### src/rtl/rename_stage_ctrl_if.sv
// Decode, rename-table and dispatch bundle around the rename stage controller.
// The slave modport is the controller's view and the master modport is the surrounding pipeline's view.
interface rename_stage_ctrl_if #(
  parameter int ARCH_REG_NUM_WIDTH     = 5,
  parameter int PHYSICAL_REG_NUM_WIDTH = 6
);
  logic                              dec_valid;
  logic                              dec_ready;
  logic [ARCH_REG_NUM_WIDTH-1:0]     dec_rs1;
  logic [ARCH_REG_NUM_WIDTH-1:0]     dec_rs2;
  logic [ARCH_REG_NUM_WIDTH-1:0]     dec_rd;
  logic                              dec_regwrite;

  logic [ARCH_REG_NUM_WIDTH-1:0]     rt_read_reg_num1;
  logic [ARCH_REG_NUM_WIDTH-1:0]     rt_read_reg_num2;
  logic [ARCH_REG_NUM_WIDTH-1:0]     rt_write_reg_num;
  logic                              rt_regwrite;
  logic [PHYSICAL_REG_NUM_WIDTH-1:0] rt_phy_rs1;
  logic [PHYSICAL_REG_NUM_WIDTH-1:0] rt_phy_rs2;
  logic [PHYSICAL_REG_NUM_WIDTH-1:0] rt_phy_rd;
  logic                              rt_valid;

  logic                              dsp_valid;
  logic                              dsp_ready;
  logic [PHYSICAL_REG_NUM_WIDTH-1:0] dsp_prs1;
  logic [PHYSICAL_REG_NUM_WIDTH-1:0] dsp_prs2;
  logic [PHYSICAL_REG_NUM_WIDTH-1:0] dsp_prd;
  logic                              dsp_regwrite;

  modport slave (
    input  dec_valid, dec_rs1, dec_rs2, dec_rd, dec_regwrite,
    output dec_ready,
    output rt_read_reg_num1, rt_read_reg_num2, rt_write_reg_num, rt_regwrite,
    input  rt_phy_rs1, rt_phy_rs2, rt_phy_rd, rt_valid,
    output dsp_valid, dsp_prs1, dsp_prs2, dsp_prd, dsp_regwrite,
    input  dsp_ready
  );

  modport master (
    output dec_valid, dec_rs1, dec_rs2, dec_rd, dec_regwrite,
    input  dec_ready,
    input  rt_read_reg_num1, rt_read_reg_num2, rt_write_reg_num, rt_regwrite,
    output rt_phy_rs1, rt_phy_rs2, rt_phy_rd, rt_valid,
    input  dsp_valid, dsp_prs1, dsp_prs2, dsp_prd, dsp_regwrite,
    output dsp_ready
  );
endinterface

### src/rtl/rename_stage_ctrl.sv
// Rename stage controller: gates decode into the rename table, owns stall/flush sequencing and the dispatch output register.
// Optional performance counters are enabled by defining RENAME_PERF_CNT_EN.
//
// state | meaning
// RUN   | normal renaming
// STALL | decode waits for a free physical register
// FLUSH | table recovery after flush, rename blocked until counter drains
module rename_stage_ctrl #(
  parameter int ARCH_REG_NUM_WIDTH     = 5,
  parameter int PHYSICAL_REG_NUM_WIDTH = 6,
  parameter int FLUSH_WAIT_CYCLES      = 4
) (
  input  logic                clk,
  input  logic                reset,
  rename_stage_ctrl_if.slave  bus,
  input  logic                flush,
  output logic                busy,
  output logic [31:0]         perf_rename_cnt,
  output logic [31:0]         perf_stall_cnt
);

  localparam int CNT_WIDTH = $clog2(FLUSH_WAIT_CYCLES + 1);
  localparam logic [CNT_WIDTH-1:0] FLUSH_LOAD = CNT_WIDTH'(FLUSH_WAIT_CYCLES - 1);

  typedef enum logic [1:0] {
    S_RUN   = 2'd0,
    S_STALL = 2'd1,
    S_FLUSH = 2'd2
  } state_t;

  state_t                      state_q, state_d;
  logic [CNT_WIDTH-1:0]        cnt_q, cnt_d;

  logic                        dsp_valid_q;
  logic [PHYSICAL_REG_NUM_WIDTH-1:0] prs1_q, prs2_q, prd_q;
  logic                        regwrite_q;

  logic need_alloc;
  logic out_free;
  logic run_eff;
  logic dec_ready;
  logic fire;

  assign bus.rt_read_reg_num1 = bus.dec_rs1;
  assign bus.rt_read_reg_num2 = bus.dec_rs2;
  assign bus.rt_write_reg_num = bus.dec_rd;

  always_comb begin
    need_alloc = bus.dec_regwrite && (bus.dec_rd != '0);
    out_free   = !dsp_valid_q || bus.dsp_ready;
    // STALL behaves like RUN in the cycle the free list recovers, so the waiting instruction fires immediately
    run_eff    = (state_q == S_RUN) || ((state_q == S_STALL) && bus.rt_valid);
    dec_ready  = !reset && run_eff && !flush && out_free && (!need_alloc || bus.rt_valid);
    fire       = bus.dec_valid && dec_ready;
  end

  assign bus.dec_ready   = dec_ready;
  assign bus.rt_regwrite = fire && need_alloc;

  always_ff @(posedge clk or posedge reset) begin
    if (reset) begin
      state_q <= S_RUN;
      cnt_q   <= '0;
    end else begin
      state_q <= state_d;
      cnt_q   <= cnt_d;
    end
  end

  always_comb begin
    state_d = state_q;
    cnt_d   = cnt_q;
    busy    = (state_q != S_RUN);
    if (flush) begin
      state_d = S_FLUSH;
      cnt_d   = FLUSH_LOAD;
    end else begin
      case (state_q)
        S_RUN: begin
          if (bus.dec_valid && need_alloc && !bus.rt_valid) state_d = S_STALL;
        end
        S_STALL: begin
          if (bus.rt_valid || !bus.dec_valid) state_d = S_RUN;
        end
        S_FLUSH: begin
          if (cnt_q == '0) state_d = S_RUN;
          else             cnt_d   = cnt_q - CNT_WIDTH'(1);
        end
        default: state_d = S_RUN;
      endcase
    end
  end

  // Flush wins over both capture and drain; the payload is zeroed with it so a dropped entry leaves no residue
  always_ff @(posedge clk or posedge reset) begin
    if (reset) begin
      dsp_valid_q <= 1'b0;
      prs1_q      <= '0;
      prs2_q      <= '0;
      prd_q       <= '0;
      regwrite_q  <= 1'b0;
    end else if (flush) begin
      dsp_valid_q <= 1'b0;
      prs1_q      <= '0;
      prs2_q      <= '0;
      prd_q       <= '0;
      regwrite_q  <= 1'b0;
    end else if (fire) begin
      dsp_valid_q <= 1'b1;
      prs1_q      <= bus.rt_phy_rs1;
      prs2_q      <= bus.rt_phy_rs2;
      prd_q       <= need_alloc ? bus.rt_phy_rd : '0;
      regwrite_q  <= need_alloc;
    end else if (bus.dsp_ready) begin
      dsp_valid_q <= 1'b0;
    end
  end

  assign bus.dsp_valid    = dsp_valid_q;
  assign bus.dsp_prs1     = prs1_q;
  assign bus.dsp_prs2     = prs2_q;
  assign bus.dsp_prd      = prd_q;
  assign bus.dsp_regwrite = regwrite_q;

`ifdef RENAME_PERF_CNT_EN
  logic [31:0] rename_cnt_q;
  logic [31:0] stall_cnt_q;

  always_ff @(posedge clk or posedge reset) begin
    if (reset) begin
      rename_cnt_q <= '0;
      stall_cnt_q  <= '0;
    end else begin
      if (fire && (rename_cnt_q != '1)) rename_cnt_q <= rename_cnt_q + 32'd1;
      if ((state_q == S_STALL) && (stall_cnt_q != '1)) stall_cnt_q <= stall_cnt_q + 32'd1;
    end
  end

  assign perf_rename_cnt = rename_cnt_q;
  assign perf_stall_cnt  = stall_cnt_q;
`else
  assign perf_rename_cnt = '0;
  assign perf_stall_cnt  = '0;
`endif

endmodule

### src/flat_wrapper.sv
// flat-port wrapper written by rule: the top's interface ports become plain ports
module rename_stage_ctrl_flat 
#(
  parameter int ARCH_REG_NUM_WIDTH     = 5,
  parameter int PHYSICAL_REG_NUM_WIDTH = 6,
  parameter int FLUSH_WAIT_CYCLES      = 4
)
  (clk, reset, flush, busy, perf_rename_cnt, perf_stall_cnt, bus_dec_valid, bus_dec_rs1, bus_dec_rs2, bus_dec_rd, bus_dec_regwrite, bus_dec_ready, bus_rt_read_reg_num1, bus_rt_read_reg_num2, bus_rt_write_reg_num, bus_rt_regwrite, bus_rt_phy_rs1, bus_rt_phy_rs2, bus_rt_phy_rd, bus_rt_valid, bus_dsp_valid, bus_dsp_prs1, bus_dsp_prs2, bus_dsp_prd, bus_dsp_regwrite, bus_dsp_ready);
  rename_stage_ctrl_if #(.ARCH_REG_NUM_WIDTH(ARCH_REG_NUM_WIDTH), .PHYSICAL_REG_NUM_WIDTH(PHYSICAL_REG_NUM_WIDTH)) bus_i ();
  input  logic clk;
  input  logic reset;
  input  logic flush;
  output logic busy;
  output logic [31:0] perf_rename_cnt;
  output logic [31:0] perf_stall_cnt;
  input wire logic [$bits(bus_i.dec_valid)-1:0] bus_dec_valid;
  input wire logic [$bits(bus_i.dec_rs1)-1:0] bus_dec_rs1;
  input wire logic [$bits(bus_i.dec_rs2)-1:0] bus_dec_rs2;
  input wire logic [$bits(bus_i.dec_rd)-1:0] bus_dec_rd;
  input wire logic [$bits(bus_i.dec_regwrite)-1:0] bus_dec_regwrite;
  output wire logic [$bits(bus_i.dec_ready)-1:0] bus_dec_ready;
  output wire logic [$bits(bus_i.rt_read_reg_num1)-1:0] bus_rt_read_reg_num1;
  output wire logic [$bits(bus_i.rt_read_reg_num2)-1:0] bus_rt_read_reg_num2;
  output wire logic [$bits(bus_i.rt_write_reg_num)-1:0] bus_rt_write_reg_num;
  output wire logic [$bits(bus_i.rt_regwrite)-1:0] bus_rt_regwrite;
  input wire logic [$bits(bus_i.rt_phy_rs1)-1:0] bus_rt_phy_rs1;
  input wire logic [$bits(bus_i.rt_phy_rs2)-1:0] bus_rt_phy_rs2;
  input wire logic [$bits(bus_i.rt_phy_rd)-1:0] bus_rt_phy_rd;
  input wire logic [$bits(bus_i.rt_valid)-1:0] bus_rt_valid;
  output wire logic [$bits(bus_i.dsp_valid)-1:0] bus_dsp_valid;
  output wire logic [$bits(bus_i.dsp_prs1)-1:0] bus_dsp_prs1;
  output wire logic [$bits(bus_i.dsp_prs2)-1:0] bus_dsp_prs2;
  output wire logic [$bits(bus_i.dsp_prd)-1:0] bus_dsp_prd;
  output wire logic [$bits(bus_i.dsp_regwrite)-1:0] bus_dsp_regwrite;
  input wire logic [$bits(bus_i.dsp_ready)-1:0] bus_dsp_ready;
  assign bus_i.dec_valid = bus_dec_valid;
  assign bus_i.dec_rs1 = bus_dec_rs1;
  assign bus_i.dec_rs2 = bus_dec_rs2;
  assign bus_i.dec_rd = bus_dec_rd;
  assign bus_i.dec_regwrite = bus_dec_regwrite;
  assign bus_dec_ready = bus_i.dec_ready;
  assign bus_rt_read_reg_num1 = bus_i.rt_read_reg_num1;
  assign bus_rt_read_reg_num2 = bus_i.rt_read_reg_num2;
  assign bus_rt_write_reg_num = bus_i.rt_write_reg_num;
  assign bus_rt_regwrite = bus_i.rt_regwrite;
  assign bus_i.rt_phy_rs1 = bus_rt_phy_rs1;
  assign bus_i.rt_phy_rs2 = bus_rt_phy_rs2;
  assign bus_i.rt_phy_rd = bus_rt_phy_rd;
  assign bus_i.rt_valid = bus_rt_valid;
  assign bus_dsp_valid = bus_i.dsp_valid;
  assign bus_dsp_prs1 = bus_i.dsp_prs1;
  assign bus_dsp_prs2 = bus_i.dsp_prs2;
  assign bus_dsp_prd = bus_i.dsp_prd;
  assign bus_dsp_regwrite = bus_i.dsp_regwrite;
  assign bus_i.dsp_ready = bus_dsp_ready;
  rename_stage_ctrl #(.ARCH_REG_NUM_WIDTH(ARCH_REG_NUM_WIDTH), .PHYSICAL_REG_NUM_WIDTH(PHYSICAL_REG_NUM_WIDTH), .FLUSH_WAIT_CYCLES(FLUSH_WAIT_CYCLES)) u_core (.clk(clk), .reset(reset), .bus(bus_i), .flush(flush), .busy(busy), .perf_rename_cnt(perf_rename_cnt), .perf_stall_cnt(perf_stall_cnt));
endmodule
### config.mk
export PLATFORM = sky130hd
export DESIGN_NAME = rename_stage_ctrl_flat
export DESIGN_NICKNAME = d
export VERILOG_FILES = /design/src/rtl/rename_stage_ctrl_if.sv /design/src/rtl/rename_stage_ctrl.sv /design/src/flat_wrapper.sv
export SDC_FILE = /design/constraint.sdc
export NUM_CORES = 1
export LEC_CHECK = 0
export BUFFER_PORTS_ARGS = -buffer_cell sky130_fd_sc_hd__buf_2
export CAP_MARGIN = 0
export CORE_AREA = 2 2 51 100
export DETAILED_ROUTE_END_ITERATION = 10
export DIE_AREA = 0 0 53 102
export PLACE_DENSITY = 0.8
export SYNTH_ARGS = -nofsm -noshare
export SYNTH_HDL_FRONTEND = slang
export SYNTH_SLANG_ARGS = --single-unit
### constraint.sdc
create_clock -name clk -period 1.6 [get_ports clk]
set_input_delay 0.24 -clock clk [delete_from_list [all_inputs] [get_ports clk]]
set_output_delay 0.24 -clock clk [all_outputs]
set_load 0.03 [all_outputs]
==> impl_metrics.py, run 1 <==
metrics = {
    "run_status": {
        "status": "finished clean",
    },
    "worst_setup_path": {
        "start_kind": "flip-flop",
        "crit_fanout": 3,
        "r2r_cells": 5,
        "r2r-end": "u_core.bus.dsp_prd[5]",
        "r2r_start": "u_core.state_q[0]",
        "cp.arrival_ns": 1.35,
        "critPathKind": "reg -> out",
        "end_kind": "output pin",
        "ff2ff_setup_slack_ns": 0.17,
        "required_ns": 1.36,
    },
    "routing": {
        "drt-initial-drc-count": 13,
        "wl_per_cell_um": 12.6,
        "drc": 0,
        "ant_nets": 0,
        "vias": 1254,
        "wl_mm": 3.69,
        "vias_per_cell": 4.28,
        "first_pass_iters": 4,
    },
    "hold_path": {
        "hold_class": "in -> async",
    },
    "yosys": {
        "seq_area_frac_synth_pct": 35.7,
        "netlist.top_cell.by_area": "dfrtp_1",
        "ys_ff_latch": 25,
        "yosys-top-cells-area": "dfrtp_1 36%, buf_4 35%, nand2b_1 5.7%, nand3_1 3.7%, o21ai_1 3.4%",
        "ys_types": 32,
        "synth_area_per_cell_um2": 9.32,
        "synth_top_area_share_pct": 35.7,
        "synth_area_um2": 1750,
        "yosys_warnings": 0,
        "postSynthCellCount": 188,
    },
    "global_route": {
        "grt.total_usage_pct": 13.9,
        "overflow": 0,
        "first_global_vias": 1114,
        "grt_max_degree": 26,
        "antenna_found_initial": 0,
        "grt_pass1_wl_mm": 5.34,
    },
    "clocking": {
        "root_buffer": "clkbuf_8",
        "cts_buffers": 3,
        "clock_sinks": 25,
        "cts.path.max_buffers": 2,
        "postCtsHoldBufs": 0,
        "htree_levels": 1,
        "clock_latency_ns": 0.27,
        "cts_tree": "built",
        "path_clk_slew_ns": 0.09,
    },
    "layout": {
        "drive_gt1_share_pct": 32.8,
        "num-fill-cells": 471,
        "stdcell_area_um2": 1850,
        "seq_area_um2": 626,
        "num_antenna_cells": 0,
        "nets": 281,
        "final_util_pct": 40.3,
        "multi_input_area_um2": 714,
        "area_growth_pct": 5.71,
    },
    "power_and_ir_drop": {
        "p_per_area_nw_per_um2": 867,
        "power_leakage_nw": 1.06,
        "clkPwrFrac_pct": 24.1,
        "combinationalPowerShare_pct": 32.6,
        "switching_power_mw": 0.621,
        "p_seq_share_pct": 43.3,
        "p_int_mw": 0.986,
        "switching_share_pct": 38.6,
        "ir_drop_uv": 328,
    },
    "sta": {
        "fin_tns_setup_ns": 0,
        "timing.fmax_mhz": 629,
        "skew_ns": 0.00594,
        "setup_ws_ns": 0.00920,
        "min_period_ns": 1.59,
        "rsz0062_at_grt": "true",
        "finalHoldViolCount": 0,
        "finalSetupViolCount": 0,
        "whs_ns": 0.0665,
        "fin_crit_sh_pct": 99.4,
        "slew_violations": 0,
    },
    "placed_design": {
        "finalWeightedCongestion": 0.616,
        "io_buffers": 57,
        "dp_slack_ns": 0.0853,
        "hpwl_mm": 2.87,
        "dpl_cell_area_um2": 1760,
    },
    "run": {
        "maxCapViolations": 0,
    },
    "floorplan": {
        "std_cell_rows": 35,
        "die_h_um": 102,
        "fp.dieW_um": 53,
        "core_area_um2": 4600,
        "initial_core_util_pct": 38.1,
        "die-area_um2": 5410,
        "io_pins": 142,
    },
}
==> cell usage after synthesis <==
cell type and count:
a211o_1 2, buf_2 2, nand4_1 1, o21bai_1 1, a21oi_2 1, a21oi_1 1, xnor2_1 1, nor4bb_1 1
xor2_1 1, a22o_1 6, inv_1 5, and4b_1 1, clkbuf_1 1, buf_6 1, or2_1 1, nand2_1 1
and4_1 1, nor2_4 1, nor3_1 1, nand3_1 13, a21o_1 1, buf_4 81, conb_1 1, ha_1 2
o2111a_2 1, dfrtp_1 25, nor2b_1 1, and2_4 1, o21ai_1 12, o21ai_0 1, nand2b_1 16, nor2_1 3
==> placed cells by master, fill, tap and decap left out, types with 2 or more instances in the layout <==
cell / netlist / layout
a211o_1: 2 / 2
a22o_1: 6 / 6
buf_2: 2 / 55
buf_4: 81 / 12
clkbuf_8: 0 / 3
conb_1: 1 / 64
dfrtp_1: 25 / 25
ha_1: 2 / 2
inv_1: 5 / 4
nand2b_1: 16 / 16
nand3_1: 13 / 13
nor2_1: 3 / 3
o21ai_1: 12 / 12
==> metal layers <==
layer,track usage (%),wire length [µm],vias to the layer above
li1,-,-,568
met1,14.1,1210,569
met4,9.07,160,0
met2,25.8,1980,100
met5,0,0,-
met3,1.02,344,17
==> kinds of logic after synthesis <==
family          synth area share [%]
compound gates                  10.1
xor+xnor                       0.999
fa+ha+maj                       1.43
buf+inv                         37.2
flops                           35.7
other cells                    0.214
simple gates                    14.4
==> power groups by stage <==
stage               Combinational (mW)  Clock (mW)  Sequential, mW
floorplan                        0.567           0           0.724
global placement                 0.506           0           0.708
global route                     0.570       0.434           0.700
finish                           0.523       0.387           0.696
detailed placement               0.511           0           0.710
CTS                              0.526       0.409           0.696
==> critical path, cell delays in order, from the launching register on <==
cell and delay, ns:
dfrtp_1 0.42, nor2_4 0.10, o2111a_2 0.20, and4_4 0.22, buf_6 0.13
==> area by class of cell <==
type                    instances  area share, %
multi-input cells             136           38.6
repair buffers                 68           20.3
well taps                      55           3.71
inverters                       5           1.01
clock inverters                 1          0.405
flip-flops and latches         25           33.8
clock buffers                   3           2.23
==> worst max-delay path by stage <==
stage	start	end	slack [ns]
CTS	u_core.bus.dsp_valid	bus_rt_regwrite	-0.0006
finish	u_core.state_q[1]	bus_rt_regwrite	0.009
detailed placement	u_core.state_q[1]	bus_rt_regwrite	0.09
global route	u_core.state_q[1]	bus_rt_regwrite	-0.05
global placement	u_core.state_q[1]	bus_rt_regwrite	0.12
floorplan	reset	bus_dec_ready	0.11
==> through the flow <==
stage	power, mW	instances
5_1_grt	1.70	293
3_3_place_gp	1.21	285
6_report	1.61	293
3_5_place_dp	1.22	285
2_1_floorplan	1.29	251
4_1_cts	1.63	292
==> state kept, by name, summed over array words and instances, names as in the netlist <==
signal / count
u_core.bus.dsp_prd: 6
u_core.bus.dsp_prs1: 6
u_core.bus.dsp_prs2: 6
u_core.bus.dsp_regwrite: 1
u_core.bus.dsp_valid: 1
u_core.cnt_q: 3
u_core.state_q: 2
==> what timing repair did <==
action,in CTS,in global routing
pin swaps,2,0
hold endpoints to repair,0,0
resized for setup,4,2
endpoints found under the setup margin,1,2
buffers inserted,3,1
Power figures use the tool's default switching activity.
==> inputs of run 2 (changes only) <==
--- a/config.mk
+++ b/config.mk
@@ -10,6 +10,7 @@
 export CORE_AREA = 2 2 51 100
 export DETAILED_ROUTE_END_ITERATION = 10
 export DIE_AREA = 0 0 53 102
+export HOLD_SLACK_MARGIN = 0.12
 export PLACE_DENSITY = 0.8
 export SYNTH_ARGS = -nofsm -noshare
 export SYNTH_HDL_FRONTEND = slang
==> run 2 against run 1 <==
Clock-buffer cell count stayed put. Cell count is 0.34% higher. Critical path type unchanged. Worst setup slack worse by 0.0057 ns. Largest cell class unchanged. Non-clock buffer count is 1 higher. Die area stayed put. Critical endpoint unchanged.
==> impl_metrics.py, run 2 (synthesized netlist as in run 1, its figures left out) <==
metrics = {
    "routing": {
        "vias_per_cell": 4.29,
        "first_pass_iters": 4,
        "drt-initial-drc-count": 9,
        "ant_nets": 0,
        "drc": 0,
        "vias": 1261,
        "wl_mm": 3.71,
        "wl_per_cell_um": 12.6,
    },
    "worst_setup_path": {
        "required_ns": 1.36,
        "crit_fanout": 3,
        "slowest_delay_ns": 0.42,
        "start_kind": "flip-flop",
        "cp_cell_sequence": "nor2_4 -> o2111a_2 -> and4_4 -> buf_6",
        "end_kind": "output pin",
        "cpMaxStageDelayCell": "dfrtp_1",
        "critPathKind": "reg -> out",
        "cp.arrival_ns": 1.36,
    },
    "global_route": {
        "antenna_found_initial": 0,
        "overflow": 0,
        "grt.total_usage_pct": 13.9,
        "grt_max_degree": 26,
        "first_global_vias": 1124,
        "grt_pass1_wl_mm": 5.35,
    },
    "power_and_ir_drop": {
        "p_per_area_nw_per_um2": 864,
        "power_leakage_nw": 1.07,
        "finalPower_mw": 1.61,
        "ir_drop_uv": 329,
    },
    "placed_design": {
        "dp_slack_ns": 0.0853,
        "dpl_cell_area_um2": 1760,
        "hpwl_mm": 2.87,
        "dpl.cell_count": 285,
        "io_buffers": 57,
        "finalWeightedCongestion": 0.616,
    },
    "sta": {
        "fin_tns_setup_ns": 0,
        "timing.fmax_mhz": 626,
        "skew_ns": 0.00594,
        "rsz0062_at_grt": "true",
        "finalSetupViolCount": 0,
        "setup_ws_ns": 0.00355,
        "fin_crit_sh_pct": 99.8,
        "slew_violations": 0,
        "min_period_ns": 1.60,
        "whs_ns": 0.178,
        "finalHoldViolCount": 0,
    },
    "run_status": {
        "status": "finished clean",
    },
    "clocking": {
        "htree_levels": 1,
        "cts_buffers": 3,
        "root_buffer": "clkbuf_8",
        "cts.path.max_buffers": 2,
        "path_clk_slew_ns": 0.09,
        "cts_tree": "built",
        "clock_latency_ns": 0.27,
        "clock_sinks": 25,
    },
    "floorplan": {
        "core_area_um2": 4600,
        "fp.dieW_um": 53,
        "std_cell_rows": 35,
        "initial_core_util_pct": 38.1,
        "die_h_um": 102,
        "io_pins": 142,
        "die-area_um2": 5410,
    },
    "layout": {
        "area_growth_pct": 6.28,
        "final_common_cell": "conb_1",
        "stdcell_area_um2": 1860,
        "final_cells": 294,
        "num_antenna_cells": 0,
        "final_util_pct": 40.5,
        "nets": 282,
        "final_cell_mix": "64 x conb_1, 55 x buf_2, 25 x dfrtp_1",
        "drive_gt1_share_pct": 32.6,
    },
    "run": {
        "maxCapViolations": 0,
    },
    "hold_path": {
        "hold_class": "in -> reg",
    },
}
[run 2: changes by cell type in the layout (fill, tap and decap cells not counted)]
| cell | before | now |
|---|---|---|
| dlygate4sd3_1 | 0 | 1 |
[run 2: worst paths after layout]
check	slack, ns	endpoint	from	depth (start not counted)
max reg2reg	0.17	u_core.bus.dsp_prd[5]	u_core.state_q[0]	5
min	0.18	u_core.bus.dsp_prd[3]	bus_rt_phy_rd[3]	2
min reg2reg	0.50	u_core.bus.dsp_regwrite	u_core.bus.dsp_regwrite	1
min in group asynchronous	0.62	u_core.bus.dsp_valid	reset	4
max	0.004	bus_rt_regwrite	u_core.state_q[1]	4
max in group asynchronous	0.73	u_core.bus.dsp_prd[5]	reset	4
[run 2: what timing repair did]
item                                   CTS  global route
endpoints found under the hold margin   25             0
setup endpoints to repair                1             2
gates resized for setup                  4             2
setup buffers                            3             1
hold buffers                             1             0
pin swaps                                2             0
[run 2: metal layers]
layer	vias up	routed length [µm]	track usage [%]
met3	17	351	1.02
met4	0	160	9.07
li1	571	-	-
met5	-	0	0
met1	573	1200	14.1
met2	100	1990	25.9
[run 2: area by class of cell]
class	instances	area (µm²)
Fill cell	467	2740
Multi-Input combinational cell	136	714
Sequential cell	25	626
Timing Repair Buffer	69	387
Tap cell	55	68.8
Clock buffer	3	41.3
Inverter	5	18.8
Clock inverter	1	7.51
[run 2: power by group]
group | switching, mW | leakage, nW | internal (mW) | total [mW]
sequential | 0.0234 | 0.337 | 0.673 | 0.696
clock | 0.211 | 0.0217 | 0.177 | 0.387
combinational | 0.387 | 0.708 | 0.138 | 0.526
[run 2: worst max-delay path, delay by kind of cell (launching register included)]
family                 cells  cell delay [ns]
and+or+nand+nor            2             0.33
DFF                        1             0.42
AOI/OAI and AO/OA          1             0.21
buffers and inverters      1             0.13
